[config.mk]
export PLATFORM = sky130hd
export DESIGN_NAME = inst_queue
export DESIGN_NICKNAME = d
export VERILOG_FILES = /design/src/rtl/inst_queue_pkg.sv /design/src/rtl/iq_storage.sv /design/src/rtl/inst_queue.sv
export SDC_FILE = /design/constraint.sdc
export NUM_CORES = 1
export LEC_CHECK = 0
export CELL_PAD_IN_SITES_DETAIL_PLACEMENT = 1
export CELL_PAD_IN_SITES_GLOBAL_PLACEMENT = 1
export CORE_MARGIN = 8
export CORE_UTILIZATION = 51
export CTS_CLUSTER_DIAMETER = 50
export DETAILED_ROUTE_END_ITERATION = 10
export PLACE_DENSITY = 0.87
export REMOVE_ABC_BUFFERS = 1
export SYNTH_ARGS = -nofsm -noshare
export SYNTH_HDL_FRONTEND = slang
export SYNTH_HIERARCHICAL = 1
export SYNTH_SLANG_ARGS = --single-unit
[constraint.sdc]
create_clock -name clock -period 18 [get_ports clock]
set_clock_uncertainty 0.05 [all_clocks]
set_input_delay 1.8 -clock clock [delete_from_list [all_inputs] [get_ports clock]]
set_output_delay 1.8 -clock clock [all_outputs]
set_load 0.1 [all_outputs]
[src/rtl/inst_queue_pkg.sv]
// Shared definitions for the Fetch->Decode instruction queue.
// Entry layout: {nextpc[63:32], instruc[31:0]}.
package inst_queue_pkg;

    localparam int unsigned IQ_DEPTH   = 4;
    localparam int unsigned IQ_ENTRY_W = 64;
    localparam logic [31:0] NOP_WORD   = 32'h0;

    typedef struct packed {
        logic [31:0] nextpc;
        logic [31:0] instruc;
    } iq_entry_t;

endpackage

[src/rtl/iq_storage.sv]
// Instruction queue register file: one sync write port, one async read port.
// Data is not reset; validity is tracked by the queue occupancy.
module iq_storage
    import inst_queue_pkg::*;
#(
    parameter int unsigned DEPTH = IQ_DEPTH,
    parameter int unsigned PTR_W = 2,
    parameter int unsigned W     = IQ_ENTRY_W
) (
    input  logic             clock,
    input  logic             we,
    input  logic [PTR_W-1:0] waddr,
    input  logic [W-1:0]     wdata,
    input  logic [PTR_W-1:0] raddr,
    output logic [W-1:0]     rdata
);

    logic [W-1:0] mem [DEPTH];

    always_ff @(posedge clock) begin
        if (we) begin
            mem[waddr] <= wdata;
        end
    end

    assign rdata = mem[raddr];

endmodule

[src/rtl/inst_queue.sv]
// Instruction queue between Fetch and Decode with flush on taken
// control transfers and a sticky overflow flag.
module inst_queue
    import inst_queue_pkg::*;
#(
    parameter int unsigned DEPTH     = IQ_DEPTH,
    parameter int unsigned PTR_W     = 2,
    parameter bit          DROP_ZERO = 1'b1
) (
    input  logic             clock,
    input  logic             reset,
    input  logic             if_q_push,
    input  logic [31:0]      if_q_instruc,
    input  logic [31:0]      if_q_nextpc,
    output logic             q_if_full,
    output logic             q_if_afull,
    output logic             q_id_valid,
    output logic [31:0]      q_id_instruc,
    output logic [31:0]      q_id_nextpc,
    input  logic             id_q_ready,
    input  logic             id_q_flush,
    output logic             q_overflow,
    output logic [PTR_W:0]   q_count
);

    localparam logic [PTR_W:0] FULL_CNT  = (PTR_W+1)'(DEPTH);
    localparam logic [PTR_W:0] AFULL_CNT = (PTR_W+1)'(DEPTH - 1);

    logic [PTR_W-1:0] wr_ptr;
    logic [PTR_W-1:0] rd_ptr;
    logic [PTR_W:0]   count;
    logic             overflow;
    logic             bubble;
    logic             push_ok;
    logic             pop_ok;
    iq_entry_t        wr_entry;
    iq_entry_t        rd_entry;

    assign bubble  = DROP_ZERO && (if_q_instruc == NOP_WORD);
    assign push_ok = if_q_push & ~q_if_full & ~bubble & ~id_q_flush;
    assign pop_ok  = id_q_ready & q_id_valid & ~id_q_flush;

    assign wr_entry.nextpc  = if_q_nextpc;
    assign wr_entry.instruc = if_q_instruc;

    iq_storage #(
        .DEPTH (DEPTH),
        .PTR_W (PTR_W),
        .W     (IQ_ENTRY_W)
    ) u_storage (
        .clock (clock),
        .we    (push_ok),
        .waddr (wr_ptr),
        .wdata (wr_entry),
        .raddr (rd_ptr),
        .rdata (rd_entry)
    );

    always_ff @(posedge clock or negedge reset) begin
        if (!reset) begin
            wr_ptr <= '0;
            rd_ptr <= '0;
            count  <= '0;
        end else if (id_q_flush) begin
            wr_ptr <= '0;
            rd_ptr <= '0;
            count  <= '0;
        end else begin
            if (push_ok) wr_ptr <= wr_ptr + 1'b1;
            if (pop_ok)  rd_ptr <= rd_ptr + 1'b1;
            unique case ({push_ok, pop_ok})
                2'b10:   count <= count + 1'b1;
                2'b01:   count <= count - 1'b1;
                default: count <= count;
            endcase
        end
    end

    // A real (non-bubble) push refused only because the queue is full.
    always_ff @(posedge clock or negedge reset) begin
        if (!reset) begin
            overflow <= 1'b0;
        end else if (if_q_push & q_if_full & ~bubble & ~id_q_flush) begin
            overflow <= 1'b1;
        end
    end

    assign q_if_full    = (count == FULL_CNT);
    assign q_if_afull   = (count >= AFULL_CNT);
    assign q_id_valid   = (count != '0);
    assign q_id_instruc = q_id_valid ? rd_entry.instruc : NOP_WORD;
    assign q_id_nextpc  = q_id_valid ? rd_entry.nextpc  : NOP_WORD;
    assign q_overflow   = overflow;
    assign q_count      = count;

endmodule
Word level (Yosys, flattened, before mapping):

Memories as Yosys holds them, arrays and structs flattened.
Cells that the tools add are included.

* $add $sub $neg: 4
* $lt $le $gt $ge: 1
* eq/ne operators: 3
* multiplexer cells: 10
* bitwise logic cells: 11
* reductions and logical operators: 5

Operators by type and width (number)
* 32-bit 2-to-1 mux: 2
* 32-bit zero test: 1
* 1-bit bitwise AND: 8
* 2-bit 2-to-1 mux: 4
* 3-bit one-hot mux with 2 select lines: 1
* 3-bit nonzero test: 2
* 2-bit by 1-bit adder with 2-bit output, second input constant: 2
* 2-bit nonzero test: 2
* 3-bit by 1-bit adder with 3-bit output, second input constant: 1
* 3-bit == test, second input constant: 1
* 3-bit by 2-bit greater-or-equal comparator with 1-bit output, second input constant: 1
* 3-bit 2-to-1 mux: 1
* 1-bit NOT: 3
* 3-bit by 1-bit subtractor with 3-bit output, second input constant: 1
* 2-bit by 1-bit == test with 1-bit output, second input constant: 1
* 2-bit == test, second input constant: 1
* 1-bit 2-to-1 mux: 2

* register bits after elaboration: 8
* bits in writable memories: 256
* input bits: 69
* output and inout port bits: 71
* memories: 1

Memories
* u_storage.mem: depth 4, width 64, read ports 1, clocked after Yosys merged registers in 0, wr ports 1, RTL line iq_storage.sv:18 `logic [W-1:0] mem [DEPTH];`

Longest topological paths before layout:

Gate-level depths: netlist of the first run.

* depth in word-level cells: 8
* mapped depth: 11
* mapped depth without buffers: 10

Cells and area by module:

The synthesis of the first run kept the hierarchy.

By module, submodules not included
* iq_storage: times used 1, cells each 338, area each 9341.5 µm², sequential area each 7687.4 µm²
* inst_queue: times used 1, cells each 132, area each 1017.2 µm², sequential area each 200.2 µm²

Worst setup path after synthesis of the first run:

No wires, ideal clock.

* path type: input-to-reg
* start: input if_q_instruc[31]
* end: memory u_storage/mem[0][0] (netlist bit) (enable)
* arrival: 7.044 ns
* data required time: 17.372 ns
* setup slack: 10.328 ns
* stages: 6
* cell sequence: nor4_2 > nand4_1 > o211ai_2 > buf_6 > nor2_1 > nor3b_1

* longest elaborated chain between the ends: 6

Ends and longest elaborated chain
* start, declared: RTL line inst_queue.sv:13 `input logic [31:0] if_q_instruc,`
* 32-bit zero test: RTL line inst_queue.sv:39 `assign bubble = DROP_ZERO && (if_q_instruc == NOP_WORD);`
* 1-bit NOT: RTL line inst_queue.sv:40 `assign push_ok = if_q_push & ~q_if_full & ~bubble & ~id_q_flush;`
* 1-bit bitwise AND (2 in series): RTL line inst_queue.sv:40
* via push_ok: RTL line inst_queue.sv:34 `logic push_ok;`
* 1-bit 2-to-1 mux: RTL line iq_storage.sv:21 `if (we) begin`
* 1-bit 2-to-1 mux (not written as such): RTL line iq_storage.sv:22 `mem[waddr] <= wdata;`
* end, declared: RTL line iq_storage.sv:18

The timed path passes the listed nets, and every way through them passes these cells.

==> results of run 1 <==
==> cell usage after synthesis (all sizes together) <==
library cell,n
o211ai,1
a21o,1
nor4b,1
a21oi,1
and3,1
nand2,3
a221oi,1
xor2,3
xnor2,1
nand2b,1
and4b,1
nor4,9
dfrtp,8
fa,1
and3b,2
edfxtp,256
or3,2
clkbuf,8
o21ai,2
mux2i,2
nand4,2
nor2,9
inv,3
and2,64
nand3,2
nor3b,2
o31ai,1
a311oi,1
o21bai,1
mux4,64
buf,16
==> cell usage in the layout, fill, tap and decap left out, types with 2 or more instances in the layout <==
cell type / count
edfxtp_1: 256
clkdlybuf4s50_1: 139
and2_1: 64
mux4_2: 60
clkbuf_16: 29
nor2_1: 9
clkinv_1: 9
dfrtp_1: 6
nor4_2: 5
clkbuf_1: 5
nor4_1: 4
bufinv_16: 4
buf_4: 4
mux4_1: 4
nand2_1: 3
inv_1: 3
xor2_1: 3
or3_2: 2
nand4_1: 2
o21ai_0: 2
nand3_1: 2
mux2i_1: 2
clkinvlp_4: 2
clkinv_2: 2
dfrtp_4: 2
and3b_4: 2
==> power groups by stage <==
| stage | combinational, mW | sequential (mW) | clock [mW] |
|---|---|---|---|
| 6_report | 0.720 | 0.733 | 0.573 |
| 5_1_grt | 0.745 | 0.738 | 0.607 |
| 3_5_place_dp | 0.726 | 0.747 | 0 |
| 4_1_cts | 0.729 | 0.735 | 0.587 |
| 2_1_floorplan | 0.535 | 0.758 | 0 |
| 3_3_place_gp | 0.716 | 0.743 | 0 |
==> cells by family (layout without fill, tap and decap cells) <==
group / count (synthesis) / after routing / synth area share [%]
buf+inv: 27 / 198 / 2.29
compound gates: 9 / 9 / 0.652
mux: 66 / 66 / 14.3
simple gates: 99 / 99 / 6.12
xor+xnor: 4 / 4 / 0.338
fa+ha+maj: 1 / 1 / 0.193
flops: 264 / 264 / 76.1
==> metal layers <==
metal / global-route usage [%] / wire, um / vias to the layer above
met1: 22.1 / 8990 / 2652
met2: 33.0 / 11800 / 174
met5: 0 / 13 / -
met4: 4.04 / 289 / 2
li1: - / - / 2224
met3: 4.10 / 1520 / 28
==> path summary, 6_finish.rpt <==
check | start | end | slack (ns) | depth (start not counted)
worst max-delay path | rd_ptr[0]$_DFFE_PN0P_ | q_id_instruc[23] | 12.30 | 4
max in group asynchronous | reset | rd_ptr[1]$_DFFE_PN0P_ | 16.10 | 1
worst min register to register | q_overflow$_DFFE_PN0P_ | q_overflow$_DFFE_PN0P_ | 0.47 | 2
worst max register to register | q_count[2]$_DFFE_PN0P_ | q_count[2]$_DFFE_PN0P_ | 14.68 | 9
worst min-delay path | q_overflow$_DFFE_PN0P_ | q_overflow$_DFFE_PN0P_ | 0.47 | 2
min in group asynchronous | reset | q_overflow$_DFFE_PN0P_ | 1.51 | 1
==> worst max-delay path: cells and delay by family (launching register included) <==
| kind | cells | cell delay (ns) |
|---|---|---|
| mux | 1 | 0.58 |
| buf+inv | 2 | 1.66 |
| simple gates | 1 | 0.18 |
| flops | 1 | 0.85 |
==> registers in the layout (all words and copies together) (netlist names) <==
register	cells
u_storage/mem	256
q_count	3
rd_ptr	2
wr_ptr	2
q_overflow	1
==> through the flow <==
step           area, sq um  power [mW]
4_1_cts              12800        2.05
3_3_place_gp         11900        1.46
5_1_grt              12800        2.09
6_report             12800        2.03
2_1_floorplan        10100        1.29
3_5_place_dp         11900        1.47
==> area by class of cell <==
class	instances	area (sq um)
fill	1629	7250
timing repair buffer	143	1420
inverter	3	11.3
tap	270	338
clock buffer	34	744
multi-input combinational	179	2250
sequential	264	7900
clock inverter	18	188
==> run summary, run 1 <==
status = complete, no violations
max-cap violation count = 0
CTS Buf Count = 29
number of global-route vias before repair = 5944
Total Wirelength = 22.7 mm
Diodes inserted = 0
number of vias per cell = 5.58
H-tree levels = 1
CTS Hold Bufs = 0
clock network power share = 28.3%
Worst-Margin Slew = 1.19 ns
core area = 20100 sq um
Hold Fails Final Rpt = 0
Synth Register Bits = 264
RePlAce Congestion = 0.711
Skew-Pair Late Insertion Delay = 0.52 ns
Resize count post-CTS = 0
Max clock buf depth = 3
ANT nets after route = 0
crit path launch type = flop
Critical Path AT = 3.85 ns
Worst slew margin = 20.5%
RSZ-0062 raised after global routing = no
CP max FO = 35
synthesized area per cell = 22.0 sq um
register area share after synthesis = 76.1%
Remaining Overflow, GRT = 0
Initial Util = 51.5%
Min Hold Slack = 0.466 ns
Pleak = 4.08 nW
largest net degree at the start of global routing = 69
yosys warns = 6
vias = 5080
FP Rows = 52
sw frac = 38.4%
cell area power density = 158 nW/um^2
fmax = 175 MHz
DIE WIDTH = 159 um
share of the synthesized area in the top cell type = 74.2%
Finished Layout Cells = 911
first-pass GRT wire length = 34.4 mm
DR pass1 iterations = 4
Clock Tree Root = clkbuf_16
Seq pwr share = 36.2%
Max Slew Vio Count = 0
post-layout util = 63.9%
NumNets Final = 690
Net Switching = 0.777 mW
DIE AREA = 25100 sq um
highest cell delay on the worst timing path = 0.98 ns
period utilisation layout = 31.7%
DP Cell Count = 859
Distinct cells, synth = 39
Internal Power = 1.25 mW
antenna violations before repair = 1
Period minus WS final = 5.70 ns
I/O pin cnt = 140
Worst Setup End Kind = primary output
final setup fails = 0
drt drc = 0
hold crit path type = flop to flop
Area Growth Syn to Fin = 24.0%
port buffer count = 139
setup total negative slack = 0 ns
Die H = 159 um
combinational fraction of design power = 35.5%
Req. time, crit path = 16.15 ns
setup bufs post-CTS = 0
CP Class = flop to primary output
Worst-path clk slew = 0.06 ns
Peak VDD IR = 139 uV
CTS tree = done
synthesized area = 10400 sq um
total track usage = 18.3%
share of cells above drive strength 1 = 18.3%
CTS Sinks = 264
area leader, netlist = edfxtp_1
Detailed Place HPWL = 13.7 mm
top post-synthesis cells by area = edfxtp_1 74%, mux4_2 13%, and2_1 3.9%
Post-Syn Instances = 470
pre-CTS setup slack = 12.75 ns
Iter 0 DRT Violations = 313
average wire per standard cell = 24.9 um
CP cell instances = buf_4, mux4_2, and2_1, clkdlybuf4s50_1
Max stage delay cell, worst path = clkdlybuf4s50_1
post-route setup slack = 12.30 ns
Power figures use the tool's default switching activity.
==> run 2: changes to the inputs <==
Settings changed: CORE_UTILIZATION 51 to 43, PLACE_DENSITY 0.87 to 0.79.
Clock period 18 ns to 4.8 ns, I/O delays scaled along.
==> run 2 against run 1 <==
Design area rose by 0.92%; utilization fell by 9.8 points; count of clock-buffer cells in the layout fell by 1; global-route usage fell by 3.6 points; power rose to 3.8 times the previous value; die area rose by 17%; clock power rose to 3.8 times the previous value; register-to-register slack got worse by 13 ns; combinational power rose to 3.8 times the previous value; critical endpoint is now q_id_instruc[8]; highest routed layer unchanged; worst setup slack got worse by 12 ns; first-iteration DRC count rose by 1.9%; sequential power rose to 3.7 times the previous value.
==> run summary, run 2 (synthesized netlist as in run 1, its figures left out) <==
DIE WIDTH = 171 um
Largest register FFs = 256
Total Wirelength = 21.7 mm
Worst-path clk slew = 0.06 ns
Skew-Pair Late Insertion Delay = 0.53 ns
Resize count post-CTS = 0
vias = 5078
antenna violations before repair = 3
Worst-Margin Slew = 1.23 ns
Peak VDD IR = 277 uV
CP max FO = 48
final setup fails = 0
highest cell delay on the worst timing path = 1.15 ns
number of vias per cell = 5.26
DP Cell Count = 916
Worst Setup End Kind = primary output
Detailed Place HPWL = 13.3 mm
most frequent cells in the layout = 256 x edfxtp_1, 139 x clkdlybuf4s50_1, 64 x and2_1
Tot Pwr = 7.61 mW
total track usage = 14.7%
Diodes inserted = 0
Remaining Overflow, GRT = 0
Die H = 171 um
I/O pin cnt = 140
drt drc = 0
average wire per standard cell = 22.5 um
Design Area, Final = 13000 sq um
setup bufs post-CTS = 0
Req. time, crit path = 4.27 ns
Critical Path AT = 3.48 ns
FP Rows = 57
commonest non-fill, non-tap cell in the layout = edfxtp_1
placed inst area = 12000 sq um
RePlAce Congestion = 0.718
status = complete, no violations
Biggest register = u_storage/mem
fmax = 250 MHz
Max stage delay cell, worst path = clkdlybuf4s50_1
Initial Util = 43.2%
largest net degree at the start of global routing = 66
cell area power density = 587 nW/um^2
Hold Fails Final Rpt = 0
Finished Layout Cells = 966
Clock Tree Root = clkbuf_16
RSZ-0062 raised after global routing = no
post-layout util = 54.1%
hold crit path type = primary input to async pin
crit path launch type = flop
max-cap violation count = 0
first-pass GRT wire length = 33.0 mm
port buffer count = 139
CP cell instances = or3_2, buf_4, and2_1, clkdlybuf4s50_1
CTS Hold Bufs = 0
number of global-route vias before repair = 5627
CTS Buf Count = 30
NumNets Final = 694
CTS tree = done
DIE AREA = 29300 sq um
share of cells above drive strength 1 = 19.3%
Max clock buf depth = 3
core area = 24000 sq um
Max Slew Vio Count = 0
period utilisation layout = 83.4%
DR pass1 iterations = 4
Area Growth Syn to Fin = 25.2%
Iter 0 DRT Violations = 319
CP Class = flop to primary output
ANT nets after route = 0
Pleak = 4.11 nW
Period minus WS final = 4.01 ns
CTS Sinks = 264
H-tree levels = 1
Worst slew margin = 17.8%
==> run 2: cell count changes in the layout (fill, tap and decap cells not counted), sizes merged <==
| cell | delta |
|---|---|
| clkbuf | -1 |
| inv | +1 |
| buf | +3 |
| clkinv | -1 |
| bufinv | -1 |
==> run 2: critical path, delay by kind of cell (launching register included) <==
family,cells,cell delay [ns]
buffers and inverters,2,1.52
and+or+nand+nor,2,0.91
DFF,1,0.49
==> run 2: cell type report <==
class | count | area (sq um)
clock inverters | 17 | 164
repair buffers | 146 | 1460
clock buffers | 33 | 783
flip-flops and latches | 264 | 7900
inverters | 3 | 11.3
well taps | 324 | 405
fillers | 2154 | 11000
multi-input cells | 179 | 2250
==> run 2: through the flow <==
stage / hold WS (ns) / setup WS [ns] / setup TNS [ns]
floorplan: 0.134 / -2.25 / -144.10
global placement: 0.407 / 1.31 / 0
detailed placement: 0.413 / 1.18 / 0
CTS: 0.171 / 0.711 / 0
global route: 0.196 / 0.560 / 0
finish: 0.179 / 0.795 / 0
==> run 2: layer usage <==
metal  GRT usage, %  routed length, um  up-vias
met4           3.59                371        6
met5              0                 35        -
met1           18.8               9090     2663
met2           24.8              10800      150
met3           3.88               1410       34
li1               -                  -     2225
==> run 2: report_power, final <==
part / total [mW] / leakage, nW / internal [mW] / switching (mW)
Clock: 2.17 / 0.462 / 1.32 / 0.846
Combinational: 2.70 / 1.23 / 0.745 / 1.96
Sequential: 2.74 / 2.42 / 2.64 / 0.102
Total: 7.61 / 4.11 / 4.71 / 2.90
==> run 2: worst paths after layout <==
path | end | slack, ns | startpoint | cells past startpoint
setup / recovery | q_id_instruc[8] | 0.79 | q_count[2]$_DFFE_PN0P_ | 4
hold / removal | q_count[2]$_DFFE_PN0P_ | 0.18 | reset | 1
setup reg to reg | q_count[2]$_DFFE_PN0P_ | 1.56 | q_count[2]$_DFFE_PN0P_ | 10
hold reg to reg | q_overflow$_DFFE_PN0P_ | 0.44 | q_overflow$_DFFE_PN0P_ | 2
max in group asynchronous | rd_ptr[0]$_DFFE_PN0P_ | 4.22 | reset | 1
min in group clock | q_overflow$_DFFE_PN0P_ | 0.44 | q_overflow$_DFFE_PN0P_ | 2
